`config.mk`:
```
export PLATFORM = sky130hd
export DESIGN_NAME = data_mem_ctrl
export DESIGN_NICKNAME = d
export VERILOG_FILES = /design/src/rtl/mem_ctrl_pkg.sv /design/src/rtl/byte_lane_unit.sv /design/src/rtl/data_mem_ctrl.sv
export SDC_FILE = /design/constraint.sdc
export NUM_CORES = 1
export LEC_CHECK = 0
export CORE_ASPECT_RATIO = 1.25
export CORE_UTILIZATION = 38
export DETAILED_ROUTE_END_ITERATION = 7
export GPL_TIMING_DRIVEN = 0
export PLACE_DENSITY_LB_ADDON = 0.2
export SETUP_SLACK_MARGIN = 0.2
export SLEW_MARGIN = 20
export SYNTH_ARGS = -nofsm -noshare
export SYNTH_HDL_FRONTEND = slang
export SYNTH_SLANG_ARGS = --single-unit
```
`constraint.sdc`:
```
create_clock -name clk -period 2.6 [get_ports clk]
set_clock_uncertainty 0.1 [all_clocks]
set_input_delay 0.52 -clock clk [delete_from_list [all_inputs] [get_ports clk]]
set_output_delay 0.52 -clock clk [all_outputs]
set_load 0.01 [all_outputs]
```
`src/rtl/mem_ctrl_pkg.sv`:
```
// Shared types for the data-memory controller: CPU memory-op encoding,
// controller states and small op-classification helpers.
package mem_ctrl_pkg;

    typedef enum logic [2:0] {
        LW  = 3'd0,
        LH  = 3'd1,
        LHU = 3'd2,
        LB  = 3'd3,
        LBU = 3'd4,
        SW  = 3'd5,
        SH  = 3'd6,
        SB  = 3'd7
    } mem_op_t;

    typedef enum logic [1:0] {
        S_IDLE,     // accept a CPU or loader request
        S_RD_WAIT,  // CPU load data returning from memory
        S_MERGE,    // sub-word store: write back the merged word
        S_LD_RD     // loader read data returning from memory
    } ctrl_state_t;

    function automatic logic is_load(mem_op_t op);
        return op inside {LW, LH, LHU, LB, LBU};
    endfunction

    function automatic logic is_store(mem_op_t op);
        return op inside {SW, SH, SB};
    endfunction

    // Word ops need a 4-byte boundary, halfword ops a 2-byte boundary.
    function automatic logic is_misaligned(mem_op_t op, logic [1:0] off);
        case (op)
            LW, SW:      return off != 2'd0;
            LH, LHU, SH: return off[0];
            default:     return 1'b0;
        endcase
    endfunction

endpackage

```
`src/rtl/byte_lane_unit.sv`:
```
// Little-endian byte-lane steering: extracts a sign/zero-extended load
// result from a memory word and merges sub-word store data into a word.
module byte_lane_unit
    import mem_ctrl_pkg::*;
(
    input  logic [31:0] word,
    input  mem_op_t     op,
    input  logic [1:0]  off,
    input  logic [31:0] wdata,
    output logic [31:0] load_data,
    output logic [31:0] store_word
);

    logic [7:0]  sel_byte;
    logic [15:0] sel_half;

    // Select the addressed byte/halfword and extend it to a load result.
    always_comb begin
        // NOTE: every variable gets a value on every path; a missing default in always_comb infers a latch.
        sel_byte  = word[7:0];
        sel_half  = off[1] ? word[31:16] : word[15:0];
        load_data = word;
        case (off)
            2'd1:    sel_byte = word[15:8];
            2'd2:    sel_byte = word[23:16];
            2'd3:    sel_byte = word[31:24];
            default: sel_byte = word[7:0];
        endcase
        case (op)
            LB:      load_data = {{24{sel_byte[7]}}, sel_byte};
            LBU:     load_data = {24'd0, sel_byte};
            LH:      load_data = {{16{sel_half[15]}}, sel_half};
            LHU:     load_data = {16'd0, sel_half};
            default: load_data = word;
        endcase
    end

    // Replace the addressed lane(s) of the old word with the store data.
    always_comb begin
        store_word = word;
        case (op)
            SB: begin
                case (off)
                    2'd0: store_word[7:0]   = wdata[7:0];
                    2'd1: store_word[15:8]  = wdata[7:0];
                    2'd2: store_word[23:16] = wdata[7:0];
                    2'd3: store_word[31:24] = wdata[7:0];
                    default: store_word     = word;
                endcase
            end
            SH: begin
                if (off[1]) store_word[31:16] = wdata[15:0];
                else        store_word[15:0]  = wdata[15:0];
            end
            default: store_word = wdata;
        endcase
    end

endmodule

```
`src/rtl/data_mem_ctrl.sv`:
```
// Memory-stage controller for a word-wide single-port data memory with a
// one-cycle registered read. Serves CPU loads/stores (read-modify-write for
// sub-word stores) and shares the memory with a word-only loader port that
// is forced through after LD_STARVE_LIMIT consecutive CPU wins.
module data_mem_ctrl
    import mem_ctrl_pkg::*;
#(
    parameter int ADDR_W          = 10,
    parameter int LD_STARVE_LIMIT = 8
) (
    input  logic              clk,
    input  logic              rst_n,
    input  logic              cpu_req,
    input  mem_op_t           cpu_op,
    input  logic [ADDR_W+1:0] cpu_addr,
    input  logic [31:0]       cpu_wdata,
    output logic [31:0]       cpu_rdata,
    output logic              cpu_done,
    output logic              cpu_err,
    output logic              cpu_busy,
    input  logic              ld_req,
    input  logic              ld_we,
    input  logic [ADDR_W-1:0] ld_addr,
    input  logic [31:0]       ld_wdata,
    output logic              ld_gnt,
    output logic              ld_rvalid,
    output logic [31:0]       ld_rdata,
    output logic              mem_we,
    output logic [ADDR_W-1:0] mem_addr,
    output logic [31:0]       mem_din,
    input  logic [31:0]       mem_dout
);

    localparam int               CNT_W   = $clog2(LD_STARVE_LIMIT + 1);
    localparam logic [CNT_W-1:0] CNT_MAX = CNT_W'(LD_STARVE_LIMIT);

    ctrl_state_t       state_q, state_d;
    logic [CNT_W-1:0]  starve_cnt;
    logic [ADDR_W-1:0] addr_q;
    logic              force_ld, cpu_accept;
    logic              done_c, err_c, gnt_c, rvalid_c, we_c;
    logic [31:0]       rdata_c, ld_rdata_c;
    logic [31:0]       load_data, store_word;

    assign force_ld = (starve_cnt == CNT_MAX);

    // op/addr/wdata are held by the CPU until cpu_done, so the lane unit
    // can look at them directly in RD_WAIT and MERGE.
    byte_lane_unit u_lane (
        .word       (mem_dout),
        .op         (cpu_op),
        .off        (cpu_addr[1:0]),
        .wdata      (cpu_wdata),
        .load_data  (load_data),
        .store_word (store_word)
    );

    // Arbitration, next state and memory command for the current cycle.
    always_comb begin
        state_d    = state_q;
        cpu_accept = 1'b0;
        done_c     = 1'b0;
        err_c      = 1'b0;
        gnt_c      = 1'b0;
        rvalid_c   = 1'b0;
        we_c       = 1'b0;
        rdata_c    = '0;
        ld_rdata_c = '0;
        mem_din    = '0;
        mem_addr   = addr_q;
        unique case (state_q)
            S_IDLE: begin
                mem_addr = cpu_addr[ADDR_W+1:2];
                if (cpu_req && !force_ld) begin
                    cpu_accept = 1'b1;
                    if (is_misaligned(cpu_op, cpu_addr[1:0])) begin
                        done_c = 1'b1;
                        err_c  = 1'b1;
                    end else if (is_load(cpu_op)) begin
                        state_d = S_RD_WAIT;
                    end else if (cpu_op == SW) begin
                        we_c    = 1'b1;
                        mem_din = cpu_wdata;
                        done_c  = 1'b1;
                    end else begin
                        state_d = S_MERGE;
                    end
                end else if (ld_req) begin
                    mem_addr = ld_addr;
                    gnt_c    = 1'b1;
                    if (ld_we) begin
                        we_c    = 1'b1;
                        mem_din = ld_wdata;
                    end else begin
                        state_d = S_LD_RD;
                    end
                end
            end
            S_RD_WAIT: begin
                done_c  = 1'b1;
                rdata_c = load_data;
                state_d = S_IDLE;
            end
            S_MERGE: begin
                we_c    = 1'b1;
                mem_din = store_word;
                done_c  = 1'b1;
                state_d = S_IDLE;
            end
            S_LD_RD: begin
                rvalid_c   = 1'b1;
                ld_rdata_c = mem_dout;
                state_d    = S_IDLE;
            end
            default: state_d = S_IDLE;
        endcase
    end

    // Responses and write enable are held quiet in every reset cycle, so a
    // MERGE interrupted by reset never writes.
    assign cpu_done  = rst_n & done_c;
    assign cpu_err   = rst_n & err_c;
    assign ld_gnt    = rst_n & gnt_c;
    assign ld_rvalid = rst_n & rvalid_c;
    assign mem_we    = rst_n & we_c;
    assign cpu_rdata = rst_n ? rdata_c : '0;
    assign ld_rdata  = rst_n ? ld_rdata_c : '0;
    assign cpu_busy  = cpu_req & ~cpu_done;

    // State register.
    always_ff @(posedge clk) begin
        // NOTE: non-blocking assignment so every flop samples pre-edge values regardless of block evaluation order.
        if (!rst_n) state_q <= S_IDLE;
        else        state_q <= state_d;
    end

    // Count CPU wins while the loader waits; saturation is implicit because
    // force_ld blocks further CPU accepts.
    always_ff @(posedge clk) begin
        if (!rst_n)                 starve_cnt <= '0;
        else if (!ld_req || gnt_c)  starve_cnt <= '0;
        else if (cpu_accept)        starve_cnt <= starve_cnt + CNT_W'(1);
    end

    // Capture the word address issued in IDLE for the follow-up state.
    always_ff @(posedge clk) begin
        // NOTE: datapath register with no reset; it is only read in states entered right after it is loaded.
        if (state_q == S_IDLE) addr_q <= mem_addr;
    end

endmodule
```
==> summary.md, run 1 <==
| Metric | Value |
|---|---|
| Max H-tree Level | 1 |
| Num CTS Buffers | 3 |
| Mapped cell area | 0.00367 mm2 |
| Mux cell area share after synthesis | between 10% and 20% |
| Seq/Total Area, Yosys | 11.4% |
| Status | aborted with a tool error |
| Worst_ep kind | output port |
| HPWL Detailed | 15600 um |
| Placed instance area | ~0.0062 mm2 |
| Critical endpoint after global-route timing repair | mem_din[3] |
| Ports | between 200 and 250 |
| Compound-Gate Fraction of Synth Area | 40.8% |
| IO Port Bufs | 236 |
| Err | [ERROR GRT-0232] Routing congestion too high. Check the congestion heatmap in the GUI. |
| Synth Area in Simple Gates | a little under a quarter |
| Post-Syn Nets | about 700 |
| Fraction of registers with async set/reset | 0% |
| GR Util All Layers | ~67% |
| Xor/xnor cell area share of the yosys netlist | less than 1% |
| Die width | 89.9 um |
| Stopped at | global routing |
| Row cnt | 39 |
| Main combinational cell family by area after synthesis | compound AO/OA/AOI/OAI gates |
| Placed cell count | ~900 |
| Adder-cell share of the synthesized area | about 2.4% |
| Post-synthesis cell type count | 54 |
| Yosys warning count | 0 |
| Yosys reg bits | 16 |
| Largest net degree at the start of global routing | 11 |
| Sink Count | 16 |
| Initial Util | between 30% and 40% |
| Final Wtd Congestion | 0.950 |
| Avg Inst Size Synth | about 6.6 um2 |
| Root buffer cell | clkbuf_16 |
| Syn Inst Count | ~560 |
| Die H | about 110 um |
| GRT Residual Overflow | 2 |
| Main synth FF type | edfxtp_1 |
| CTS Hold Bufs | 0 |
| Clk buf depth | 2 |
| Number of synthesized flops with an enable pin | 10 |
## cells in the mapped netlist, types with 13 or more instances
library cell  count  area [um2]
buf_2            18        90.1
a22oi_1          28         210
o21ai_1          20         100
and3_1           35         219
a222oi_1         13         130
o21ai_0          51         255
clkbuf_1         26        97.6
mux2i_1          33         330
inv_1            23        86.3
o21a_1           17         128
a21oi_1          52         260
nand2_1          51         191
nor2_1           55         206
## per-stage QoR
| stage | utilization, % | setup WS [ns] | TNS (ns) |
|---|---|---|---|
| 4_1_cts | 81.0 | -0.114 | -2.02 |
| 3_5_place_dp | 66.8 | -1.22 | -90.90 |
| 2_1_floorplan | - | 0.221 | 0 |
| 3_3_place_gp | 66.8 | -1.23 | -88.34 |
## routing by layer
layer  track usage, %  overflow
met2             91.7         1
met3             48.0         0
met4             69.1         1
met1             62.0         0
met5             5.88         0
## kinds of logic after synthesis
| kind of cell | after synthesis |
|---|---|
| buffers and inverters | 75 |
| multiplexers | 42 |
| AND/OR/NAND/NOR | 185 |
| AO/OA/AOI/OAI | 228 |
| flip-flops | 16 |
| XOR/XNOR | 2 |
| adder cells (fa/ha/maj) | 7 |
## timing repair
item                                    CTS
pin swaps                                77
setup buffers                            65
endpoints found under the setup margin  112
endpoints found under the hold margin     0
gates cloned                              9
resized for setup                       643
==> run 2, diff against run 1 <==
--- a/config.mk
+++ b/config.mk
@@ -5,12 +5,10 @@
 export SDC_FILE = /design/constraint.sdc
 export NUM_CORES = 1
 export LEC_CHECK = 0
-export CORE_ASPECT_RATIO = 1.25
-export CORE_UTILIZATION = 38
+export CORE_UTILIZATION = 35
 export DETAILED_ROUTE_END_ITERATION = 7
 export GPL_TIMING_DRIVEN = 0
-export PLACE_DENSITY_LB_ADDON = 0.2
-export SETUP_SLACK_MARGIN = 0.2
+export PLACE_DENSITY_LB_ADDON = 0.15
 export SLEW_MARGIN = 20
 export SYNTH_ARGS = -nofsm -noshare
 export SYNTH_HDL_FRONTEND = slang
==> run 2 against run 1 <==
  * Area after synthesis unchanged
  * Synthesized cell count stayed put
  * The flow now finishes, with violations (setup timing)
==> summary.md, run 2 <==
| Metric | Value |
|---|---|
| Status | finished, violations left |
| Failing checks | setup timing |
| Synth cell count leaders | 55 x nor2_1, 52 x a21oi_1, 51 x nand2_1, 51 x o21ai_0, 35 x and3_1 |
| Most common cell after layout, fill and taps aside | clkdlybuf4s50_1 |
| Leading area contributor after synthesis | mux2i_1 |
| Register-to-Register Path Depth | 10 |
| Max Cap Viol | 0 |
| Critical-path top delay cell | dfxtp_2 |
| Final setup margin | -0.151 ns |
| Hold depth | 2 |
| GRT met2 Usage | roughly two thirds |
| Clk buf depth | 2 (unchanged) |
| Max H-tree Level | 1 (unchanged) |
| Post-DRT Antenna Nets | 0 |
| Peak Freq | between 300 and 400 MHz |
| Reg2Reg Setup Slack | between 0.5 and 0.6 ns |
| Initial DRC Count | between 700 and 800 |
| Met3 Use GR | 7.33% |
| Clk pin slew, worst setup/hold paths | roughly 0.07 ns |
| Initial antenna violation count | 1 |
| Worst-skew pair later-pin latency | between 0.2 and 0.3 ns |
| Die H | 104 um (-6.7%) |
| Row cnt | 37 (-5.1%) |
| Hold Path Class | reg -> reg |
| Via count | approximately 6200 |
| DP Worst Slack | -1.26 ns (-0.0464 ns) |
| Final setup vio count | 40 |
| Number of synthesized flops with an enable pin | 10 (unchanged) |
| Worst-margin pin slew | 0.481 ns |
| Delay-heaviest family, CP | simple AND/OR/NAND/NOR gates |
| Final Cycle Share | 106% |
| GRT Residual Overflow | 0 |
| Drt via density | about 6.2 |
| Max incr delay on CP | approximately 0.32 ns |
| Synth top area share | 8.99% (unchanged) |
| Final Hold Viols | 0 |
| Minimum clock period | ~2.8 ns |
| Worst vdd ir | around 370 uV |
| Largest net degree at the start of global routing | 11 |
| Yosys reg bits | 16 (unchanged) |
| HPWL Detailed | 16000 um (+2.6%) |
| CTS Hold Bufs | 0 (unchanged) |
| Most frequent cells in the layout | 120 x clkdlybuf4s50_1, 71 x buf_2, 66 x buf_4, 44 x nor2_1, 44 x nand2_1 |
| Worst r2r dst | addr_q[9] |
| Yosys warning count | 0 (unchanged) |
| Design Power | approximately 0.0029 W |
| Mapped cell area | 0.00367 mm2 (unchanged) |
| GR Util All Layers | 40.1% |
| Post-synthesis cell type count | 54 (unchanged) |
| Final Wtd Congestion | 0.933 (-1.8%) |
| Syn Inst Count | 555 (unchanged) |
| PD cells | 395 mW/mm2 |
| Top flop regs | addr_q (10), starve_cnt (4), state_q (2) |
| Layout cells sized above 1 | 37.6% |
| Worst path depth | 10 |
| CP arrival | around 2.1 ns |
| # fillers | 833 |
| Initial Util | 35.9% (-3.7 points) |
| Die footprint | roughly 0.011 mm2 |
| Area grow syn2layout | 98.9% |
| Met1 GRT Util | between 40 and 50% |
| Die width | 104 um (+16%) |
| RSZ-0062 raised after global routing | true |
| Avg Inst Size Synth | 6.62 um2 (unchanged) |
| Setup crit start | starve_cnt[1] |
| Fraction of registers with async set/reset | 0% (unchanged) |
| CTS tree | done |
| Max reg flops | 10 |
| Number of global-route vias before repair | between 5000 and 6000 |
| # DRC | 0 |
| Lkg Pwr | approximately 3.3 nW |
| Detailed Route WL | about 24000 um |
| Ports | 238 (unchanged) |
| Max-slew violations | 0 |
| Largest register by flop count | addr_q |
| Num CTS Buffers | 3 (unchanged) |
| Post-Syn Nets | 688 (unchanged) |
| Max FO, Critical Path | 5 |
| Worst Setup Path Type | reg -> out |
| Top cells by area, synth | mux2i_1 9.0%, edfxtp_1 8.2%, a21oi_1 7.1%, o21ai_0 7.0%, and3_1 6.0% |
| R2r startpoint | starve_cnt[1] |
| Root buffer cell | clkbuf_8 |
| IO Port Bufs | 236 (unchanged) |
| Core Region | approximately 0.010 mm2 |
| WHS Endpoint | state_q[1] |
| Sink Count | 16 (unchanged) |
| Hold WS | about 0.42 ns |
| Routed WL per cell | 23.8 um |
| Global routing's busiest layer | met2 |
| Worst setup SP type | register |
| Worst path buffer plus inverter count | 4 |
| Seq/Total Area, Yosys | 11.4% (unchanged) |
| Worst Hold Launch | state_q[1] |
| CP required | between 1.5 and 2 ns |
| First-pass iteration count of the detailed router | 7 |
| Crit end category | primary output |
| Relative slew slack | 67.9% |
| Global-route wire length before repair | 34300 um |
| Main synth FF type | edfxtp_1 |
| CP Cell Sequence | inv_2, ha_4, nand3b_1, a21boi_4, and3_4, buf_6, buf_8, a22oi_2, o21ai_1, buf_2 |
| Most frequent cell after synthesis | nor2_1 |
| Fin nets | around 1000 |
## run 2: cell counts after synthesis
Identical to the previous run, type by type.
## run 2: how the worst max path moves through the flow
stage	endpoint	slack [ns]
after CTS	mem_din[2]	-0.13
after global placement	mem_din[7]	-1.23
after detailed placement	mem_din[13]	-1.26
after global routing	mem_din[10]	-0.28
final	mem_din[17]	-0.15
after floorplan	mem_din[0]	0.16
## run 2: cell type report
type | count | area, um2 | share of cell area [%]
Buffer | 47 | 453 | 6.20
Clock buffer | 3 | 41.3 | 0.565
Inverter | 24 | 98.8 | 1.35
Antenna cell | 1 | 2.50 | 0.0343
Timing Repair Buffer | 314 | 2650 | 36.3
Sequential cell | 16 | 428 | 5.86
Clock inverter | 1 | 3.75 | 0.0514
Tap cell | 136 | 170 | 2.33
Multi-Input combinational cell | 464 | 3460 | 47.3
## run 2: stage by stage
step	std cells	area [um2]	util, %	setup TNS [ns]
finish	1006	7310	71.4	-3.51
global route	1006	7310	71.4	-7.61
CTS	985	7020	68.6	-1.80
detailed placement	927	6200	60.6	-93.73
global placement	927	6200	60.6	-89.97
floorplan	555	3670	-	0
## run 2: per-layer routing
| metal | routed length (um) | share of wire [%] |
|---|---|---|
| met5 | 0 | 0 |
| met4 | 1250 | 5.2 |
| met2 | 11000 | 46 |
| met1 | 9120 | 38 |
| met3 | 2520 | 11 |
## run 2: power breakdown
group | internal, W | total (W) | switching (W) | leakage (nW)
logic | 0.00100 | 0.00222 | 0.00122 | 3.14
registers | 0.000414 | 0.000457 | 0.0000431 | 0.149
clock network | 0.000106 | 0.000206 | 0.000101 | 0.0231
total | 0.00152 | 0.00288 | 0.00136 | 3.31
## run 2: worst register-to-register path, delay by kind of cell (launching register included)
family	cells	cell delay, ns
mux	1	0.22
simple gates	1	0.24
compound gates	2	0.33
fa+ha+maj	1	0.12
flops	1	0.32
buf+inv	5	0.51
## run 2: what timing repair did
item	in CTS	in global routing
setup endpoints to repair	112	92
pin swaps	47	37
gates cloned	6	2
buffers inserted	50	23
gates resized for setup	540	104
## run 2: kinds of logic after synthesis
logic type | after synthesis | synth area share, %
adder cells (fa/ha/maj) | 7 | 2.38
buffers and inverters | 75 | 8.99
AO/OA/AOI/OAI | 228 | 40.8
flip-flops | 16 | 11.4
multiplexers | 42 | 12.0
AND/OR/NAND/NOR | 185 | 24.0
XOR/XNOR | 2 | 0.477
(Power assumes the default switching activity.)
==> run 3, diff against run 2 <==
--- a/config.mk
+++ b/config.mk
@@ -5,6 +5,8 @@
 export SDC_FILE = /design/constraint.sdc
 export NUM_CORES = 1
 export LEC_CHECK = 0
+export ABC_CLOCK_PERIOD_IN_PS = 2600
+export CORE_MARGIN = 3
 export CORE_UTILIZATION = 35
 export DETAILED_ROUTE_END_ITERATION = 7
 export GPL_TIMING_DRIVEN = 0
==> run 3 against run 2 <==
  * Largest power group unchanged
  * Largest cell class unchanged
  * Critical endpoint is now cpu_done
  * Die area grew 7.8%
  * Wire length down 3.7%
  * Via count fell by 3.5%
  * The flow still finishes with violations (setup timing)
  * Critical path type is now in -> out
==> summary.md, run 3 (synthesized netlist as in run 2, its figures left out) <==
| Metric | Value |
|---|---|
| Status | finished, violations left |
| Failing checks | setup timing |
| HPWL Detailed | 15900 um (-0.57%) |
| Area grow syn2layout | 92.7% |
| IO Port Bufs | 236 (unchanged) |
| Sink Count | 16 (unchanged) |
| Fin util | 70.8% (-0.62 points) |
| Layout cells sized above 1 | 33.4% (-4.2 points) |
| Detailed Route WL | 23000 um (-3.7%) |
| Final setup vio count | 13 (-68%) |
| Global-route wire length before repair | 31500 um (-8.2%) |
| End of the critical path | cpu_done |
| Number of global-route vias before repair | 5531 (-7.1%) |
| Max FO, Critical Path | 8 (+3) |
| Die footprint | 0.0118 mm2 (+7.8%) |
| Critical-path top delay cell | a211oi_2 |
| Placed instance area | 0.00620 mm2 (about the same) |
| Setup crit start | cpu_op[2] |
| Final Cycle Share | 104% (-1.8 points) |
| Peak Freq | 370 MHz (+1.8%) |
| CTS Hold Bufs | 0 (unchanged) |
| Clk pin slew, worst setup/hold paths | 0.07 ns (about the same) |
| Ports | 238 (unchanged) |
| PD cells | 395 mW/mm2 (about the same) |
| Worst r2r dst | addr_q[8] |
| Initial Util | 36.7% (+0.83 points) |
| Largest net degree at the start of global routing | 11 (unchanged) |
| Max Cap Viol | 0 (unchanged) |
| Via count | 6011 (-3.5%) |
| RSZ-0062 raised after global routing | true |
| Max-slew violations | 0 (unchanged) |
| First-pass iteration count of the detailed router | 6 (-1) |
| Final Cell Area | 0.00708 mm2 (-3.1%) |
| Routed WL per cell | 23.3 um (-1.8%) |
| Initial DRC Count | 733 (-7.2%) |
| Worst-skew pair later-pin latency | 0.26 ns (about the same) |
| Worst vdd ir | 488 uV (+33%) |
| Top flop regs | addr_q (10), starve_cnt (4), state_q (2) |
| Drt via density | 6.10 (-1.5%) |
| Row cnt | 36 (-2.7%) |
| CP required | 1.98 ns (about the same) |
| Max incr delay on CP | 0.29 ns (-0.03 ns) |
| R2r startpoint | starve_cnt[0] |
| CP arrival | 2.08 ns (-0.05 ns) |
| Final Wtd Congestion | 0.971 (+4.1%) |
| Fin nets | 987 (-1.6%) |
| Most frequent cells in the layout | 115 x clkdlybuf4s50_1, 65 x buf_2, 51 x buf_4, 45 x nor2_1, 45 x nand2_1 |
| Worst Setup Path Type | in -> out |
| Initial antenna violation count | 1 (unchanged) |
| Reg2Reg Setup Slack | 0.59 ns (+0.08 ns) |
| Most common cell after layout, fill and taps aside | clkdlybuf4s50_1 |
| Lkg Pwr | 3.25 nW (-1.9%) |
| GRT Residual Overflow | 0 (unchanged) |
| GR Util All Layers | 34.4% (-5.7 points) |
| Worst-margin pin slew | 0.600 ns (+0.119 ns) |
| Largest register by flop count | addr_q |
| Crit end category | primary output |
| Final setup margin | -0.102 ns (+0.0481 ns) |
| CP Cell Sequence | buf_2, buf_6, buf_4, nor2_1, a211oi_2, o21bai_4, a21oi_2, nor3_1, clkdlybuf4s15_1 |
| Core Region | 0.0100 mm2 (-2.3%) |
| Antenna Cells | 0 (-1) |
| Die H | 108 um (+3.8%) |
| Num CTS Buffers | 3 (unchanged) |
| Worst setup SP type | input pin |
| # DRC | 0 (unchanged) |
| Final Hold Viols | 0 (unchanged) |
| Minimum clock period | 2.70 ns (-0.0481 ns) |
| Hold WS | 0.451 ns (+0.0350 ns) |
| CTS tree | done |
| Register-to-Register Path Depth | 10 (unchanged) |
| DP Worst Slack | -1.20 ns (+0.0610 ns) |
| Relative slew slack | 60.0% (-7.9 points) |
| Post-DRT Antenna Nets | 0 (unchanged) |
| Max H-tree Level | 1 (unchanged) |
| Root buffer cell | clkbuf_8 |
| Max reg flops | 10 (unchanged) |
| Clk buf depth | 2 (unchanged) |
| Hold Path Class | reg -> reg |
| Die width | 108 um (+3.8%) |
-- run 3: worst min-delay path by stage --
stage | start | cells after the start | to | slack [ns]
global route | starve_cnt[2] | 2 | starve_cnt[2] | 0.46
floorplan | starve_cnt[3] | 2 | starve_cnt[3] | 0.38
finish | starve_cnt[2] | 2 | starve_cnt[2] | 0.45
global placement | starve_cnt[3] | 2 | starve_cnt[3] | 0.40
detailed placement | state_q[0] | 2 | state_q[0] | 0.43
CTS | state_q[0] | 2 | state_q[0] | 0.42
-- run 3: critical path: cells and delay by family --
family | cells | cell delay, ns
and+or+nand+nor | 2 | 0.25
buffers and inverters | 4 | 0.74
AOI/OAI and AO/OA | 3 | 0.56
-- run 3: timing repair --
item / CTS / global route
gates cloned: 5 / 0
endpoints found under the setup margin: 112 / 98
gates resized for setup: 486 / 111
pin swaps: 30 / 34
buffers inserted: 39 / 18
-- run 3: layer usage --
| layer | vias to the layer above | routed length, um | part of all wire (%) | track usage (%) |
|---|---|---|---|---|
| li1 | 2673 | - | - | - |
| met1 | 2760 | 8360 | 36 | 43.1 |
| met2 | 489 | 11100 | 48 | 58.6 |
| met3 | 87 | 2740 | 12 | 8.18 |
| met4 | 2 | 850 | 3.7 | 9.83 |
| met5 | - | 13 | 0.056 | 0 |
-- run 3: metrics by stage --
step	instances	setup TNS, ns	total power, W
2_1_floorplan	555	0	0.00134
3_3_place_gp	924	-88.13	0.00231
3_5_place_dp	924	-89.21	0.00234
4_1_cts	970	-0.102	0.00255
5_1_grt	986	-2.77	0.00294
6_report	986	-0.510	0.00280
-- run 3: area by class of cell --
type                    instances  area (um2)
multi-input cells             464        3370
fillers                       828        2920
repair buffers                296        2520
plain buffers                  49         452
flip-flops and latches         16         428
well taps                     133         166
inverters                      24        92.6
clock buffers                   3        41.3
clock inverters                 1        3.75
-- run 3: where the power goes --
part | total, W | switching, W | internal (W)
combinational | 0.00214 | 0.00118 | 0.000962
sequential | 0.000453 | 0.0000398 | 0.000414
clock | 0.000202 | 0.0000965 | 0.000105
==> run 4, diff against run 3 <==
--- a/config.mk
+++ b/config.mk
@@ -6,11 +6,15 @@
 export NUM_CORES = 1
 export LEC_CHECK = 0
 export ABC_CLOCK_PERIOD_IN_PS = 2600
+export CELL_PAD_IN_SITES_DETAIL_PLACEMENT = 2
+export CELL_PAD_IN_SITES_GLOBAL_PLACEMENT = 2
 export CORE_MARGIN = 3
-export CORE_UTILIZATION = 35
+export CORE_UTILIZATION = 18
 export DETAILED_ROUTE_END_ITERATION = 7
 export GPL_TIMING_DRIVEN = 0
+export MAX_ROUTING_LAYER = met4
 export PLACE_DENSITY_LB_ADDON = 0.15
+export RECOVER_POWER = 100
 export SLEW_MARGIN = 20
 export SYNTH_ARGS = -nofsm -noshare
 export SYNTH_HDL_FRONTEND = slang
==> run 4 against run 3 <==
  * The flow still finishes with violations (setup timing)
  * Wire length up 30%
  * Cell count up 15%
  * Final area up 9.4%
  * Clock power up 52%
  * Critical path depth unchanged
  * Largest power group unchanged
  * Combinational power up 8%
  * Worst hold slack better by 0.0039 ns
  * Via count up 0.88%
  * Highest routed layer is now met4
  * Utilization down 32 points
==> summary.md, run 4 (synthesized netlist as in run 2, its figures left out) <==
| Metric | Value |
|---|---|
| Status | finished, violations left |
| Failing checks | setup timing |
| Design Power | 0.00310 W (+11%) |
| Ports | 238 (unchanged) |
| Peak Freq | 374 MHz (+1.1%) |
| # fillers | 2236 (+170%) |
| RSZ-0062 raised after global routing | true |
| Hold Path Class | reg -> reg |
| Initial Util | 18.6% (-18 points) |
| Max FO, Critical Path | 5 (-3) |
| Clk buf depth | 2 (unchanged) |
| Antenna Cells | 0 (unchanged) |
| Power Internal | 0.00165 W (+12%) |
| Worst setup SP type | input pin |
| Worst Setup Path Type | in -> out |
| Die H | 149 um (+37%) |
| Num CTS Buffers | 3 (unchanged) |
| Most frequent cells in the layout | 114 x clkdlybuf4s50_1, 63 x buf_4, 55 x buf_2, 46 x nor2_1, 43 x nand2_1 |
| Fin util | 39.2% (-32 points) |
| IO Port Bufs | 236 (unchanged) |
| Detailed Route WL | 29800 um (+30%) |
| Largest register by flop count | addr_q |
| Initial antenna violation count | 0 (-1) |
| Initial DRC Count | 546 (-26%) |
| Final Cycle Share | 103% (-1.1 points) |
| Fin nets | 1004 (+1.7%) |
| Clock power share | 10.0% (+2.8 points) |
| Via count | 6064 (+0.88%) |
| Final Wtd Congestion | 0.838 (-14%) |
| Crit end category | primary output |
| PD cells | 400 mW/mm2 (+1.2%) |
| Area grow syn2layout | 111% |
| Total area of sequential cells | 430 um2 (+0.58%) |
| # DRC | 0 (unchanged) |
| Final Hold Viols | 0 (unchanged) |
| Post-DRT Antenna Nets | 0 (unchanged) |
| CP required | 1.98 ns (about the same) |
| Sink Count | 16 (unchanged) |
| Routed WL per cell | 26.3 um (+13%) |
| Worst-margin pin slew | 0.628 ns (+0.0280 ns) |
| Placed cell count | 1056 (+14%) |
| HPWL Detailed | 21400 um (+34%) |
| Top flop regs | addr_q (10), starve_cnt (4), state_q (2) |
| Worst-skew pair later-pin latency | 0.25 ns (about the same) |
| Largest net degree at the start of global routing | 11 (unchanged) |
| Worst vdd ir | 210 uV (-57%) |
| Root buffer cell | clkbuf_16 |
| Combinational power share | 75.1% (-1.5 points) |
| Switching share of power | 46.6% (-0.40 points) |
| First-pass iteration count of the detailed router | 5 (-1) |
| Switching component of the power | 0.00144 W (+9.7%) |
| Max-slew violations | 0 (unchanged) |
| Number of global-route vias before repair | 6615 (+20%) |
| Multi-input gate area | 0.00347 mm2 (+2.8%) |
| Max reg flops | 10 (unchanged) |
| CTS Hold Bufs | 0 (unchanged) |
| Core Region | 0.0198 mm2 (+98%) |
| Die footprint | 0.0222 mm2 (+88%) |
| Row cnt | 51 (+42%) |
| Die width | 149 um (+37%) |
| Post-Layout Cell Count | 1135 (+15%) |
| Final Cell Area | 0.00774 mm2 (+9.4%) |
| GRT Residual Overflow | 0 (unchanged) |
| Max Cap Viol | 0 (unchanged) |
| Seq pwr share | 15.0% (-1.2 points) |
| Layout cells sized above 1 | 36.2% (+2.8 points) |
| Final setup vio count | 30 (+17) |
| Placed instance area | 0.00637 mm2 (+2.7%) |
| Drt via density | 5.34 (-12%) |
| Clk pin slew, worst setup/hold paths | 0.05 ns (-0.02 ns) |
| Most common cell after layout, fill and taps aside | clkdlybuf4s50_1 |
| Lkg Pwr | 3.44 nW (+5.7%) |
| Global-route wire length before repair | 41700 um (+32%) |
| DP Worst Slack | -1.49 ns (-0.290 ns) |
| CP arrival | 2.05 ns (-0.03 ns) |
| CTS tree | done |
| Minimum clock period | 2.67 ns (-0.0296 ns) |
| Max H-tree Level | 1 (unchanged) |
| GR Util All Layers | 25.1% (-9.3 points) |
| Relative slew slack | 58.2% (-1.9 points) |
| Final setup margin | -0.0729 ns (+0.0296 ns) |
[run 4: timing repair]
| action | CTS | global route |
|---|---|---|
| gates cloned | 6 | 3 |
| setup endpoints to repair | 112 | 93 |
| buffers inserted | 48 | 26 |
| resized for setup | 544 | 116 |
| pin swaps | 46 | 45 |
| endpoints found under the hold margin | 0 | 0 |
[run 4: layer usage]
layer,part of all wire (%),vias up,track usage [%]
li1,-,2720,-
met5,0,-,-
met4,1.9,0,4.90
met2,50,253,44.3
met1,41,3047,31.1
met3,6.6,44,3.01
[run 4: cell type report]
type	instances	share of cell area, %
Buffer	46	6.19
Clock buffer	3	0.969
Clock inverter	1	0.0485
Tap cell	265	4.28
Multi-Input combinational cell	464	44.8
Timing Repair Buffer	316	36.9
Sequential cell	16	5.56
Inverter	24	1.28
[run 4: final timing paths]
path / start / end / slack (ns) / cells past startpoint
setup / recovery: cpu_addr[0] / mem_din[24] / -0.07 / 9
hold / removal: starve_cnt[2] / starve_cnt[2] / 0.45 / 2
setup reg to reg: starve_cnt[0] / addr_q[5] / 0.73 / 8
hold reg to reg: starve_cnt[2] / starve_cnt[2] / 0.45 / 2
[run 4: power by group through the flow]
stage / logic (W) / registers, W / clock network [W]
after floorplan: 0.000897 / 0.000442 / 0
after global placement: 0.00195 / 0.000449 / 0
after detailed placement: 0.00202 / 0.000461 / 0
after CTS: 0.00211 / 0.000459 / 0.000316
after global routing: 0.00249 / 0.000473 / 0.000325
final: 0.00232 / 0.000463 / 0.000308
[run 4: critical path: stages]
cell	delay, ns
buf_12	0.12
buf_12	0.13
buf_4	0.12
nand3_2	0.10
nor2_1	0.09
a222oi_1	0.31
a21oi_1	0.15
a221o_1	0.34
buf_2	0.16
[run 4: stage by stage]
stage | hold WS (ns) | TNS [ns]
after floorplan | 0.380 | 0
after global placement | 0.409 | -101.89
after detailed placement | 0.440 | -106.55
after CTS | 0.416 | -0.0955
after global routing | 0.499 | -4.37
final | 0.455 | -1.07
==> edit 1 (settings of run 4) <==
Change the parameter `LD_STARVE_LIMIT` from 8 to 16.
--- a/src/rtl/data_mem_ctrl.sv
+++ b/src/rtl/data_mem_ctrl.sv
@@ -7,5 +7,5 @@
 #(
     parameter int ADDR_W          = 10,
-    parameter int LD_STARVE_LIMIT = 8
+    parameter int LD_STARVE_LIMIT = 16
 ) (
     input  logic              clk,
Check against the original RTL: not equivalent (Yosys sat finds a counterexample within 10 cycles, from zero or initial values and one cycle with rst_n low).
==> edit 1 against run 4 <==
The flow still finishes with violations (negative setup slack). Power up 2.2%. Non-clock buffer count shrank 5. Sequential power up 2%. Sequential cell count grew 1. Area after synthesis increased by 1.1%. Utilization decreased by 0.91 points. Design area shrank 2.0%. Critical path depth fell by 2. Routed wire length down 10%. Setup slack worse by 0.010 ns. Die area up 1.1%.
==> edit 1: results (changes against run 4) <==
The run finished, with violations left. The checks that failed: negative setup slack. The number of buffers added on ports is 232 (-1.7%).

The total number of vias is 5,573 (-8.1%). The initial detailed-routing violation count came out at 269 (-51%). The peak supply drop was 285 uV (+36%). The effective utilization at floorplan is 18.7% (+0.15 points). After synthesis, the most frequently instantiated cells are sky130_fd_sc_hd__and3_1 (41), sky130_fd_sc_hd__a21oi_1 (37), sky130_fd_sc_hd__clkbuf_1 (36). The routed length on met3 is 1920 um (-2.7%).

The met1 routed wirelength after detailed routing is 10,600 um (-13%). The routed length per instance came out at 25.1 um (-4.4%). The slack of the critical path is -0.0831 ns (-0.0102 ns). The initial antenna violation count came out at 7 (+7). Yosys attributes the largest share of cell area to sky130_fd_sc_hd__a221o_1 (8.9%), sky130_fd_sc_hd__mux2i_1 (8.4%), sky130_fd_sc_hd__edfxtp_1 (8.1%). The number of detailed-route iterations in the first pass came out at 4 (-1). The number of distinct library cells after synthesis is 53 (-1.9%). The final weighted congestion in routability-driven placement is 0.856 (+2.2%).

The net switching power came out at 1.38 mW (-4.1%). The count of fill cells added during filler insertion is 2,207 (-1.3%). The actual slew at the worst max-slew pin came out at 0.454 ns (-0.173 ns). The peak fanout along the critical path is 7 (+2). The static leakage power is 3.29 nW (-4.3%). The final-layout setup total negative slack is -1.30 ns (-0.234 ns). The largest incremental delay on the critical path came out at 0.54 ns (+0.20 ns). The global-route total usage across every layer came out at 23.3% (-1.8 points).

The final layout net count came out at 931 (-7.3%). The largest registers in the layout are addr_q (10), starve_cnt (5), state_q (2). The placed standard-cell area came to 0.00637 mm2 (about the same).

The number of global-route vias before repair came out at 6,323 (-4.4%). The total nets after synthesis came out at 623 (-9.4%). The cell family contributing the most delay on the critical path is multiplexers. The proportion of synthesized chip area in sequential cells came out at 11.9% (+0.41 points). The number of failing setup endpoints in the final timing report came out at 35 (+17%).
-- edit 1: cell types whose count changed in the layout (fill, tap and decap cells not counted), sizes merged, moves of 8 or more --
cell	run 4	this run
a211oi	1	9
and2	3	13
a31oi	0	11
a221o	5	33
clkdlybuf4s50	114	106
a222oi	13	0
a22oi	28	2
o21ai	71	25
o21a	17	28
nor2	55	30
a21oi	52	37
nand2	51	24
mux4	0	8
-- edit 1: worst paths after layout --
check | from | endpoint | slack [ns] | cells past startpoint
worst min-delay path | state_q[0] | state_q[0] | 0.41 | 2
worst min register to register | state_q[0] | state_q[0] | 0.41 | 2
worst max register to register | starve_cnt[1] | addr_q[8] | 0.50 | 10
worst max-delay path | cpu_addr[0] | cpu_rdata[26] | -0.08 | 7
-- edit 1: cells by family after synthesis --
| group | after synthesis | synth area share [%] |
|---|---|---|
| compound gates | 188 | 37.7 |
| simple gates | 151 | 22.3 |
| buf+inv | 73 | 8.42 |
| mux | 48 | 15.9 |
| flops | 17 | 11.9 |
| fa+ha+maj | 7 | 2.36 |
| xor+xnor | 6 | 1.42 |
-- edit 1: worst reg2reg max path, delay by kind of cell (launching register included) --
kind | cells | cell delay (ns)
AOI/OAI and AO/OA | 2 | 0.28
DFF | 1 | 0.33
muxes | 1 | 0.27
and+or+nand+nor | 1 | 0.16
buffers and inverters | 5 | 0.57
adders and majority gates | 1 | 0.16
-- edit 1: layout make-up --
class                   count  area (um2)  share of cell area (%)
diodes                      7        17.5                   0.231
well taps                 265         332                    4.37
multi-input cells         401        3450                    45.4
flip-flops and latches     17         452                    5.95
plain buffers              49         497                    6.55
repair buffers            308        2690                    35.5
inverters                  18        72.6                   0.956
clock buffers               4        78.8                    1.04
-- edit 1: power groups by stage --
stage / clock network [mW] / logic (mW) / registers (mW)
after floorplan: 0 / 0.940 / 0.457
after global placement: 0 / 2.00 / 0.463
after detailed placement: 0 / 2.04 / 0.468
after CTS: 0.319 / 2.26 / 0.471
after global routing: 0.332 / 2.57 / 0.478
final: 0.313 / 2.38 / 0.471
-- edit 1: routing by layer --
| layer | GRT usage (%) | vias up |
|---|---|---|
| met4 | 5.17 | 0 |
| met1 | 27.0 | 2777 |
| met3 | 4.69 | 41 |
| met2 | 41.7 | 220 |
| li1 | - | 2535 |
| met5 | - | - |
-- edit 1: repair_timing --
item,CTS,global route
endpoints found under the setup margin,121,105
pin swaps,46,26
buffers inserted,59,19
hold buffers,0,0
gates resized for setup,563,80
gates cloned,2,2
-- edit 1: per-stage QoR --
stage	util (%)	total power, mW
after floorplan	-	1.40
after global placement	32.1	2.46
after detailed placement	32.1	2.51
after CTS	37.0	3.05
after global routing	38.2	3.38
final	38.2	3.16
==> edit 2 (flow settings as in run 4) <==
Without the edit above. Re-encode `ctrl_state_t` (4 states) as one-hot, 4 bits wide.
--- a/src/rtl/mem_ctrl_pkg.sv
+++ b/src/rtl/mem_ctrl_pkg.sv
@@ -14,9 +14,9 @@
     } mem_op_t;
 
-    typedef enum logic [1:0] {
-        S_IDLE,     // accept a CPU or loader request
-        S_RD_WAIT,  // CPU load data returning from memory
-        S_MERGE,    // sub-word store: write back the merged word
-        S_LD_RD     // loader read data returning from memory
+    typedef enum logic [3:0] {
+        S_IDLE    = 4'b0001,     // accept a CPU or loader request
+        S_RD_WAIT = 4'b0010,  // CPU load data returning from memory
+        S_MERGE   = 4'b0100,    // sub-word store: write back the merged word
+        S_LD_RD   = 4'b1000     // loader read data returning from memory
     } ctrl_state_t;
 
Function: no difference found for any inputs over 10 cycles, from zero or initial values and one cycle with rst_n low; not proved beyond that.
==> edit 2 against run 4 <==
The flow still finishes with violations (negative setup slack). Routed wire length shrank 5.3%. First-iteration DRC count shrank 45%. Count of clock-buffer cells in the layout is the same. Non-clock buffer count grew 22. Synthesized cell count shrank 14%. Setup slack lost 0.13 ns. Design area grew 3.6%. Global-route usage shrank 1.2 points. Fmax shrank 4.7%. Sequential share of layout area grew 0.32 points. Sequential cell count grew 2. Area after synthesis shrank 0.17%. Power shrank 38%.
==> edit 2: results (changes against run 4) <==
The peak fanout along the critical path is 6 (+1). The final weighted congestion in routability-driven placement came to 0.855 (+2.1%). The start point of the critical path is starve_cnt[1].

The static leakage power came out at 3.47 nW (+0.89%). The initial detailed-routing violation count came to 299 (-45%). The worst slew slack as a fraction of its limit came out at 49.2% (-9.0 points). The endpoint of the lowest-slack register-to-register path is starve_cnt[1]. The checks that failed: negative setup slack. The total number of vias came out at 5,678 (-6.4%). The final-layout setup total negative slack was -7.31 ns (-6.25 ns).

The largest net degree at the start of global routing is 14 (+3). The global-route total usage across every layer came out at 24.0% (-1.2 points). By count the netlist is led by sky130_fd_sc_hd__a21oi_1 (45), sky130_fd_sc_hd__and2_1 (35), sky130_fd_sc_hd__o21ai_0 (32). The number of failing setup endpoints in the final timing report came out at 62 (+110%). In the final layout, the registers with the most flip-flops are addr_q (10), starve_cnt (4), state_q (4). The number of global-route vias before repair is 6,193 (-6.4%). The total nets after synthesis is 608 (-12%). The reg-to-reg setup timing slack is 0.20 ns (-0.53 ns). Sorting the synthesized cells by area gives the leading types as sky130_fd_sc_hd__edfxtp_1 (8.2%), sky130_fd_sc_hd__mux2i_1 (7.6%), sky130_fd_sc_hd__a21oi_1 (6.1%). The routed wire length came to 28,300 um (-5.3%). The tightest min-delay check is of the reg -> reg type.

The arrival time reported for the critical path endpoint is 2.19 ns (+0.14 ns). The count of fill cells added during filler insertion is 2,117 (-5.3%). The number of distinct library cells after synthesis came out at 66 (+22%). The flow ran to the end, but the final reports show violations. The proportion of synthesized chip area in sequential cells came out at 12.6% (+1.1 points). The largest incremental delay on the critical path is 0.35 ns. The share of final-layout standard cells stronger than drive strength 1 is 44.1% (+7.9 points). The length in cells of the worst reg-to-reg path is 6 (-2). The placed standard-cell area came to 0.00637 mm2 (about the same). The tightest hold margin is 0.445 ns (-0.00948 ns). The final layout net count is 947 (-5.7%). The critical path ends at mem_din[16]. The half-perimeter wire length after placement came out at 20,000 um (-6.4%). The largest individual stage delay along the critical path comes from the cell sky130_fd_sc_hd__dfxtp_2. The global-route wire length before repair is 39,800 um (-4.5%). The worst hold path terminates at starve_cnt[2]. The area added between synthesis and finish is 119%. The peak supply drop was 193 uV (-8.0%). The number of buffers added on ports came to 235 (-0.42%). The slack of the critical path came to -0.205 ns (-0.132 ns).

The worst hold path depth came out at 2 (unchanged).
[edit 2: power breakdown]
group | internal (mW) | switching, mW
logic | 0.597 | 0.634
registers | 0.355 | 0.0153
clock network | 0.205 | 0.122
[edit 2: layout make-up]
cell class                 count  share of cell area (%)
clock inverter                 1                  0.0468
antenna                        1                  0.0312
clock buffer                   3                   0.936
timing repair buffer         339                    37.5
buffer                        45                    6.49
sequential                    18                    5.88
tap                          265                    4.13
multi-input combinational    404                    44.4
inverter                       8                   0.624
[edit 2: cells by family after synthesis]
| kind of cell | share of synthesized area (%) |
|---|---|
| adder cells (fa/ha/maj) | 0.682 |
| multiplexers | 16.6 |
| flip-flops | 12.6 |
| AO/OA/AOI/OAI | 36.8 |
| buffers and inverters | 7.95 |
| AND/OR/NAND/NOR | 24.7 |
| XOR/XNOR | 0.717 |
[edit 2: routing by layer]
metal | share of wire (%) | global-route usage (%) | vias to the layer above
met5 | 0 | - | -
met4 | 1.5 | 3.00 | 0
met3 | 5.1 | 2.86 | 27
met2 | 53 | 43.1 | 222
met1 | 41 | 29.6 | 2861
li1 | - | - | 2568
[edit 2: timing repair]
item | CTS | global route
pin swaps | 29 | 44
gates cloned | 5 | 4
setup buffers | 58 | 42
resized for setup | 591 | 162
endpoints found under the setup margin | 112 | 81
[edit 2: per-stage QoR]
| step | instances | total power, mW |
|---|---|---|
| 2_1_floorplan | 480 | 0.769 |
| 3_3_place_gp | 980 | 1.26 |
| 3_5_place_dp | 981 | 1.29 |
| 4_1_cts | 1045 | 1.77 |
| 5_1_grt | 1083 | 2.02 |
| 6_report | 1084 | 1.93 |
[edit 2: worst max-delay path: cells and delay by family (launching register included)]
family	cells	cell delay, ns
and+or+nand+nor	3	0.45
adders and majority gates	1	0.16
AOI/OAI and AO/OA	1	0.28
buffers and inverters	6	0.69
DFF	1	0.35
